`src/rtl/irrigation_pkg.sv`:
```
// Shared types and default timing constants for the irrigation sequencer.
// Durations are in ticks of the 1 Hz pacing pulse.
package irrigation_pkg;

    localparam int TIME_W_DEFAULT        = 8;
    localparam int SPRINKLE_TIME_DEFAULT = 30;
    localparam int DRIP_TIME_DEFAULT     = 60;
    localparam int FILL_TIMEOUT_DEFAULT  = 120;
    localparam int SETTLE_TIME_DEFAULT   = 5;

    // Codes 6 and 7 are never entered; the sequencer maps them back to IDLE.
    typedef enum logic [2:0] {
        ST_IDLE     = 3'd0,
        ST_FILL     = 3'd1,
        ST_SPRINKLE = 3'd2,
        ST_DRIP     = 3'd3,
        ST_SETTLE   = 3'd4,
        ST_FAULT    = 3'd5
    } state_t;

endpackage

```
`src/rtl/phase_timer.sv`:
```
// Loadable down-counter pacing each timed phase; a load beats a coincident tick
// and the count saturates at zero.
module phase_timer #(
    parameter int TIME_W = irrigation_pkg::TIME_W_DEFAULT
) (
    input  logic              i_clock,
    input  logic              i_reset_n,
    input  logic              i_load,
    input  logic [TIME_W-1:0] i_load_value,
    input  logic              i_tick,
    output logic [TIME_W-1:0] o_count,
    output logic              o_zero
);

    logic [TIME_W-1:0] r_count;

    always_ff @(posedge i_clock or negedge i_reset_n) begin
        if (!i_reset_n) begin
            r_count <= '0;
        end else if (i_load) begin
            r_count <= i_load_value;
        end else if (i_tick && (r_count != '0)) begin
            r_count <= r_count - TIME_W'(1);
        end
    end

    assign o_count = r_count;
    assign o_zero  = (r_count == '0);

endmodule

```
`src/rtl/irrigation_sequencer.sv`:
```
// Phase controller for refill, sprinkler/dripper runs and settle dead-time.
// Every actuator output is a registered decode of the next state, so at most one water path is ever open.
module irrigation_sequencer
    import irrigation_pkg::*;
#(
    parameter int TIME_W        = TIME_W_DEFAULT,
    parameter int SPRINKLE_TIME = SPRINKLE_TIME_DEFAULT,
    parameter int DRIP_TIME     = DRIP_TIME_DEFAULT,
    parameter int FILL_TIMEOUT  = FILL_TIMEOUT_DEFAULT,
    parameter int SETTLE_TIME   = SETTLE_TIME_DEFAULT
) (
    input  logic              i_clock,
    input  logic              i_reset_n,
    input  logic              i_tick,
    input  logic              i_irrigation_request,
    input  logic              i_splinker_mode,
    input  logic              i_conflicting_values,
    input  logic              i_low_water_level,
    input  logic              i_mid_water_level,
    input  logic              i_high_water_level,
    input  logic              i_fault_clear,
    output logic              o_splinker_bomb,
    output logic              o_dripper_valvule,
    output logic              o_water_supply_valvule,
    output logic              o_alarm,
    output logic [2:0]        o_state,
    output logic [TIME_W-1:0] o_remaining
);

    state_t            r_state;
    state_t            w_nextState;
    logic              r_splinkerBomb;
    logic              r_dripperValvule;
    logic              r_supplyValvule;
    logic              r_alarm;
    logic              w_load;
    logic [TIME_W-1:0] w_loadValue;
    logic [TIME_W-1:0] w_count;
    logic              w_zero;
    logic              w_expire;

    // The 1 -> 0 decrement is the clock on which a timed phase ends.
    assign w_expire = i_tick && (w_zero || (w_count == TIME_W'(1)));

    always_comb begin
        w_nextState = r_state;
        case (r_state)
            ST_IDLE: begin
                if (i_conflicting_values) begin
                    w_nextState = ST_FAULT;
                end else if (!i_mid_water_level) begin
                    w_nextState = ST_FILL;
                end else if (i_irrigation_request && i_low_water_level) begin
                    w_nextState = i_splinker_mode ? ST_SPRINKLE : ST_DRIP;
                end
            end
            ST_FILL: begin
                if (i_conflicting_values) begin
                    w_nextState = ST_FAULT;
                end else if (i_high_water_level) begin
                    w_nextState = ST_IDLE;
                end else if (w_expire) begin
                    w_nextState = ST_FAULT;
                end
            end
            ST_SPRINKLE, ST_DRIP: begin
                if (i_conflicting_values) begin
                    w_nextState = ST_FAULT;
                end else if (!i_low_water_level) begin
                    w_nextState = ST_FILL;
                end else if (!i_irrigation_request || w_expire) begin
                    w_nextState = ST_SETTLE;
                end
            end
            ST_SETTLE: begin
                if (i_conflicting_values) begin
                    w_nextState = ST_FAULT;
                end else if (w_expire) begin
                    w_nextState = ST_IDLE;
                end
            end
            ST_FAULT: begin
                if (i_fault_clear && !i_conflicting_values) begin
                    w_nextState = ST_IDLE;
                end
            end
            default: w_nextState = ST_IDLE;
        endcase
    end

    // Any phase change reloads the timer; untimed phases load zero.
    always_comb begin
        w_load = (w_nextState != r_state);
        case (w_nextState)
            ST_FILL:     w_loadValue = TIME_W'(FILL_TIMEOUT);
            ST_SPRINKLE: w_loadValue = TIME_W'(SPRINKLE_TIME);
            ST_DRIP:     w_loadValue = TIME_W'(DRIP_TIME);
            ST_SETTLE:   w_loadValue = TIME_W'(SETTLE_TIME);
            default:     w_loadValue = '0;
        endcase
    end

    phase_timer #(
        .TIME_W(TIME_W)
    ) u_phaseTimer (
        .i_clock     (i_clock),
        .i_reset_n   (i_reset_n),
        .i_load      (w_load),
        .i_load_value(w_loadValue),
        .i_tick      (i_tick),
        .o_count     (w_count),
        .o_zero      (w_zero)
    );

    always_ff @(posedge i_clock or negedge i_reset_n) begin
        if (!i_reset_n) begin
            r_state          <= ST_IDLE;
            r_splinkerBomb   <= 1'b0;
            r_dripperValvule <= 1'b0;
            r_supplyValvule  <= 1'b0;
            r_alarm          <= 1'b0;
        end else begin
            r_state          <= w_nextState;
            r_splinkerBomb   <= (w_nextState == ST_SPRINKLE);
            r_dripperValvule <= (w_nextState == ST_DRIP);
            r_supplyValvule  <= (w_nextState == ST_FILL);
            r_alarm          <= (w_nextState == ST_FAULT);
        end
    end

    assign o_splinker_bomb        = r_splinkerBomb;
    assign o_dripper_valvule      = r_dripperValvule;
    assign o_water_supply_valvule = r_supplyValvule;
    assign o_alarm                = r_alarm;
    assign o_state                = r_state;
    assign o_remaining            = w_count;

endmodule
```
`config.mk`:
```
export PLATFORM = sky130hd
export DESIGN_NAME = irrigation_sequencer
export DESIGN_NICKNAME = d
export VERILOG_FILES = /design/src/rtl/irrigation_pkg.sv /design/src/rtl/phase_timer.sv /design/src/rtl/irrigation_sequencer.sv
export SDC_FILE = /design/constraint.sdc
export NUM_CORES = 1
export LEC_CHECK = 0
export BUFFER_PORTS_ARGS = -buffer_cell sky130_fd_sc_hd__buf_2
export CORE_AREA = 4 4 52 54
export DETAILED_ROUTE_END_ITERATION = 12
export DIE_AREA = 0 0 56 58
export GPL_TIMING_DRIVEN = 0
export PLACE_DENSITY_LB_ADDON = 0.1
export SYNTH_ARGS = -nofsm -noshare
export SYNTH_HDL_FRONTEND = slang
export SYNTH_SLANG_ARGS = --single-unit
```
`constraint.sdc`:
```
create_clock -name i_clock -period 2.6 [get_ports i_clock]
set_clock_uncertainty 0.15 [all_clocks]
set_input_delay 0.13 -clock i_clock [delete_from_list [all_inputs] [get_ports i_clock]]
set_output_delay 0.13 -clock i_clock [all_outputs]
set_load 0.05 [all_outputs]
```
---- Yosys cells after proc, flatten, opt, wreduce, memory -nomap -nowiden ----
Index checks and enable logic that the tools add are counted.
Widths: inputs -> output; s select.
storage, ports and cells
  bits in registers ....................... 15
  bits of input ports ..................... 10
  logic and storage cells ................. 49
cells by class
  $add $sub $neg .......................... 1
  equality and inequality tests ........... 12
  mux-type cells .......................... 17
  reduce and logical (&&, ||, !) cells .... 13
operators by type and width
  kind                 number
  $mux 3               12
  $pmux 7 s4           1
  $mux 8               2
  $pmux 3 s5           1
  $eq 3x2->1 const B   4
  $eq 3x3->1 const B   4
  $eq 8x1->1 const B   1
  $logic_not 8->1      1
  $reduce_bool 8->1    1
  $sub 8x1->8 const B  1
  $eq 3x1->1 const B   2
  $logic_and 1x1->1    4
  $logic_not 3->1      1
  $ne 3x3->1           1
  $logic_not 1->1      2
  $logic_or 1x1->1     2
  $reduce_bool 2->1    1
  $reduce_or 2->1      1
  $mux 1               1

---- Longest topological paths before layout ----
  depth in word-level cells ............... 11
  depth in mapped cells ................... 8

---- Modules after synthesis ----
Synthesis repeated with hierarchy kept, for this count alone.
second synthesis, totals
  cell total of the unflattened synthesis .. 125
  area, all modules ....................... 1124.8 um^2
modules (own cells, without submodules)
  module                times used  cells each  area an instance (um^2)  sequential area each (um^2)
  irrigation_sequencer  1           67          596.8                    175.2
  phase_timer           1           58          528.0                    200.2

---- Worst setup path before layout ----
No wires, ideal clock.
  path kind ............................... register to register
  start point ............................. register u_phaseTimer.r_count[0], in the netlist u_phaseTimer.o_count[0]
  end point ............................... register u_phaseTimer.r_count[1], in the netlist u_phaseTimer.o_count[1]
  arrival ................................. 2.447 ns
  path slack .............................. -0.122 ns
  cell stages (with the launch flop) ...... 9
  path buffers ............................ 0
  period minus slack after synthesis ...... 2.722 ns
  path through ............................ dfrtp_1 inv_1 ha_1 o21ai_0 or3_4 nand2_1 o22ai_2 nand4b_4 mux2_4
on the way
  cells in the longest elaborated chain, start to end .. 11
  elaborated cells on any way between the ends .. 26
RTL lines
  what                                           line                                           RTL
  start: declaration                             phase_timer.sv:15                              logic [TIME_W-1:0] r_count;
  start signal: assignment                       phase_timer.sv:21                              r_count <= i_load_value;
  start signal: assignment                       phase_timer.sv:23                              r_count <= r_count - TIME_W'(1);
  $eq 8x1->1 or $logic_not 8->1 (tied branches)  irrigation_sequencer.sv:43, phase_timer.sv:28
  $logic_or 1x1->1                               irrigation_sequencer.sv:43                     assign w_expire = i_tick && (w_zero || (w_count == TIME_W'(1)));
  $logic_and 1x1->1                              irrigation_sequencer.sv:43
  $logic_or 1x1->1                               irrigation_sequencer.sv:71                     end else if (!i_irrigation_request || w_expire) begin
  $mux 3                                         irrigation_sequencer.sv:71
  $mux 3                                         irrigation_sequencer.sv:69                     end else if (!i_low_water_level) begin
  $mux 3                                         irrigation_sequencer.sv:67                     if (i_conflicting_values) begin
  $pmux 3 s5                                     irrigation_sequencer.sv:47                     case (r_state)
  $eq 3x3->1, or another cell as far along       irrigation_sequencer.sv:94                     case (w_nextState)
  $pmux 7 s4                                     irrigation_sequencer.sv:94
  $mux 8                                         phase_timer.sv:20                              end else if (i_load) begin
Several ways; a longest one is shown, not always the timed one. The select of a mux whose other input is x is not followed.
A chain may end at the register's enable or synchronous reset.

---- Final worst setup path ----
  start point ............................. register u_phaseTimer.r_count[3], in the netlist u_phaseTimer.o_count[3]
  end point ............................... register u_phaseTimer.r_count[1], in the netlist u_phaseTimer.o_count[1]
Same word-level chain as after synthesis.

==> out/metrics.yaml <==
outcome: "finished clean"
drv_cap: 0
crit_type: "reg2reg"
cts_tree: "done"
clock_sinks: 15
setup_tns_ns: 0
cts_made_buffers: 3
clk_latency_ns: 0.28
path_clk_slew_ns: 0.08
synth_warnings: 0
ys_seq_area_share_pct: 33.5
grt_use_total_pct: 16.8
wirelength_mm: 2.55
p_int_uw: 807
fin_nets: 160
first_pass_iters: 4
slowest_delay_ns: 0.60
place_hpwl_mm: 1.97
crit_path_top_delay_cell: "or4_4"
numPortBuffers: 24
antenna_found_initial: 0
initial_core_util_pct: 50.7
synth_area_per_cell_um2: 9.58
worstSetupEndpointType: "flip-flop"
detail_route.wl_per_cell_um: 14.7
setup_viol: 0
synth_area_um2: 1120
antenna_left: 0
ys_types: 49
hold_class: "in2reg"
arrival_ns: 2.53
gp_congestion: 0.806
via_per_inst: 5.63
path_cells: "or4_4 -> or3_4 -> a211oi_2 -> nand4b_4 -> mux2_4"
clockBufferDepth: 2
switchingPower_uw: 898
layout_min_cycle_time_ns: 2.51
synth-seq-cells: 15
cts_root_buf: "clkbuf_4"
core_um2: 2210
critPathLaunchType: "flip-flop"
grt_pass1_wl_mm: 4.37
final_area_um2: 1330
postCtsSetupBuffers: 0
die_w_um: 56
grt_overflow: 0
hold_viol: 0
vias: 979
synth_nets: 130
synth_edf_count: 0
power_uw: 1710
power_density_nw_per_um2: 1280
drt-initial-drc-count: 15
fmax_mhz: 399
combinationalPowerShare_pct: 69.0
fp-row-count: 17
power.share.clock_pct: 7.6
cp.required_ns: 2.62
die_y_um: 58
syn_to_final_growth_pct: 18.4
grt_pass1_vias: 959
ios: 25
slew-limit-headroom_pct: 60.4
n_antenna_cell: 0
grt_max_degree: 16
power_leakage_uw: 0.000611
finalCritPeriodShare_pct: 96.4
cts.htree.levels: 1
final.setup.worst_slack_ns: 0.0928
place_ws_ns: 0.0483
worst_pin_slew_ns: 0.590
ys.flop_type: "dfrtp_1"
drv_slew: 0
crit_fanout: 6
swShare_pct: 52.7
layout_commonest_cell: "buf_2"
vdd_drop_max_v: 0.000771
drc: 0
final_util_pct: 60.0
placed_cell_area_um2: 1280
layout_common_cells: "26 x buf_2, 11 x dfrtp_1, 10 x nand2_1"
async_flop_share_pct: 100
p_seq_share_pct: 23.3
syn_inst: 117
rsz0062_at_grt: "false"
drive_gt1_share_pct: 35.6
die_area_um2: 3250
[synth_stat cells, types with 2 or more instances]
master / count / area share (%)
nand2b_1: 5 / 2.8
mux2_4: 2 / 2.7
nand3_1: 2 / 0.89
o21ai_1: 2 / 0.89
a21oi_1: 4 / 1.8
o22ai_1: 2 / 1.1
nor2_1: 8 / 2.7
nor4_1: 3 / 1.7
o211ai_1: 2 / 1.3
o221ai_1: 2 / 1.6
o31ai_2: 2 / 2.2
a31oi_1: 2 / 1.1
o221a_1: 2 / 2.0
nand2_1: 10 / 3.3
ha_1: 3 / 3.3
inv_1: 9 / 3.0
nor2b_1: 2 / 1.1
o21ai_0: 3 / 1.3
mux2i_1: 5 / 4.5
dfrtp_1: 15 / 33
xnor2_1: 3 / 2.3
buf_2: 2 / 0.89
[routing by layer]
layer	GRT usage [%]	vias to the layer above	share of wire [%]
met5	0	-	0
met4	2.03	0	0.43
met3	4.23	2	5.6
met2	29.4	25	49
met1	21.5	467	45
li1	-	485	-
[cell type report]
class                   instances  area (um2)
flip-flops and latches         15         380
plain buffers                   4        20.0
clock buffers                   4        26.3
repair buffers                 25         130
fillers                       205         885
inverters                      10        37.5
multi-input cells              88         698
well taps                      28        35.0
[worst paths after layout]
check	startpoint	end	slack, ns	cells after the start
min	i_low_water_level	u_phaseTimer.o_count[0]	0.05	3
min in group asynchronous	i_reset_n	u_phaseTimer.o_count[5]	0.12	2
max	u_phaseTimer.o_count[3]	u_phaseTimer.o_count[1]	0.09	5
min reg2reg	u_phaseTimer.o_count[7]	u_phaseTimer.o_count[7]	0.44	2
max in group asynchronous	i_reset_n	u_phaseTimer.o_count[0]	1.91	2
max reg2reg	u_phaseTimer.o_count[3]	u_phaseTimer.o_count[1]	0.09	5
[per-stage QoR]
step | std cells | hold WS [ns]
2_1_floorplan | 117 | -0.316
3_3_place_gp | 169 | -0.108
3_5_place_dp | 169 | -0.104
4_1_cts | 174 | 0.0305
5_1_grt | 174 | 0.0726
6_report | 174 | 0.0461
[flip-flops by register name, indices dropped and copies added, names as in the netlist]
name and count:
o_alarm 1, u_phaseTimer.o_count 8, o_dripper_valvule 1, o_water_supply_valvule 1
o_splinker_bomb 1, o_state 3
[worst max-delay path, delay by kind of cell, from the launching register on]
family          cells  cell delay [ns]
compound gates      1             0.23
flops               1             0.45
mux                 1             0.31
simple gates        3             1.26
[kinds of logic (layout without fill, tap and decap cells)]
family	Yosys count	in the layout	synth area share, %
AOI/OAI and AO/OA	31	31	23.3
DFF	15	15	33.5
buffers and inverters	14	43	5.02
and+or+nand+nor	42	42	23.6
adders and majority gates	3	3	3.35
muxes	8	8	8.15
xor gates and xnor gates	4	4	3.13
[power by group through the flow]
stage | registers (uW) | clock network [uW] | logic (uW)
after floorplan | 655 | 0 | 680
after global placement | 399 | 0 | 1150
after detailed placement | 403 | 0 | 1170
after CTS | 398 | 133 | 1170
after global routing | 414 | 145 | 1270
final | 398 | 130 | 1180
[repair_timing]
action,in CTS,in global routing
endpoints found under the setup margin,0,2
hold buffers,1,0
resized for setup,0,3
endpoints found under the hold margin,15,0
No activity file was read; power rests on OpenSTA's default activity.
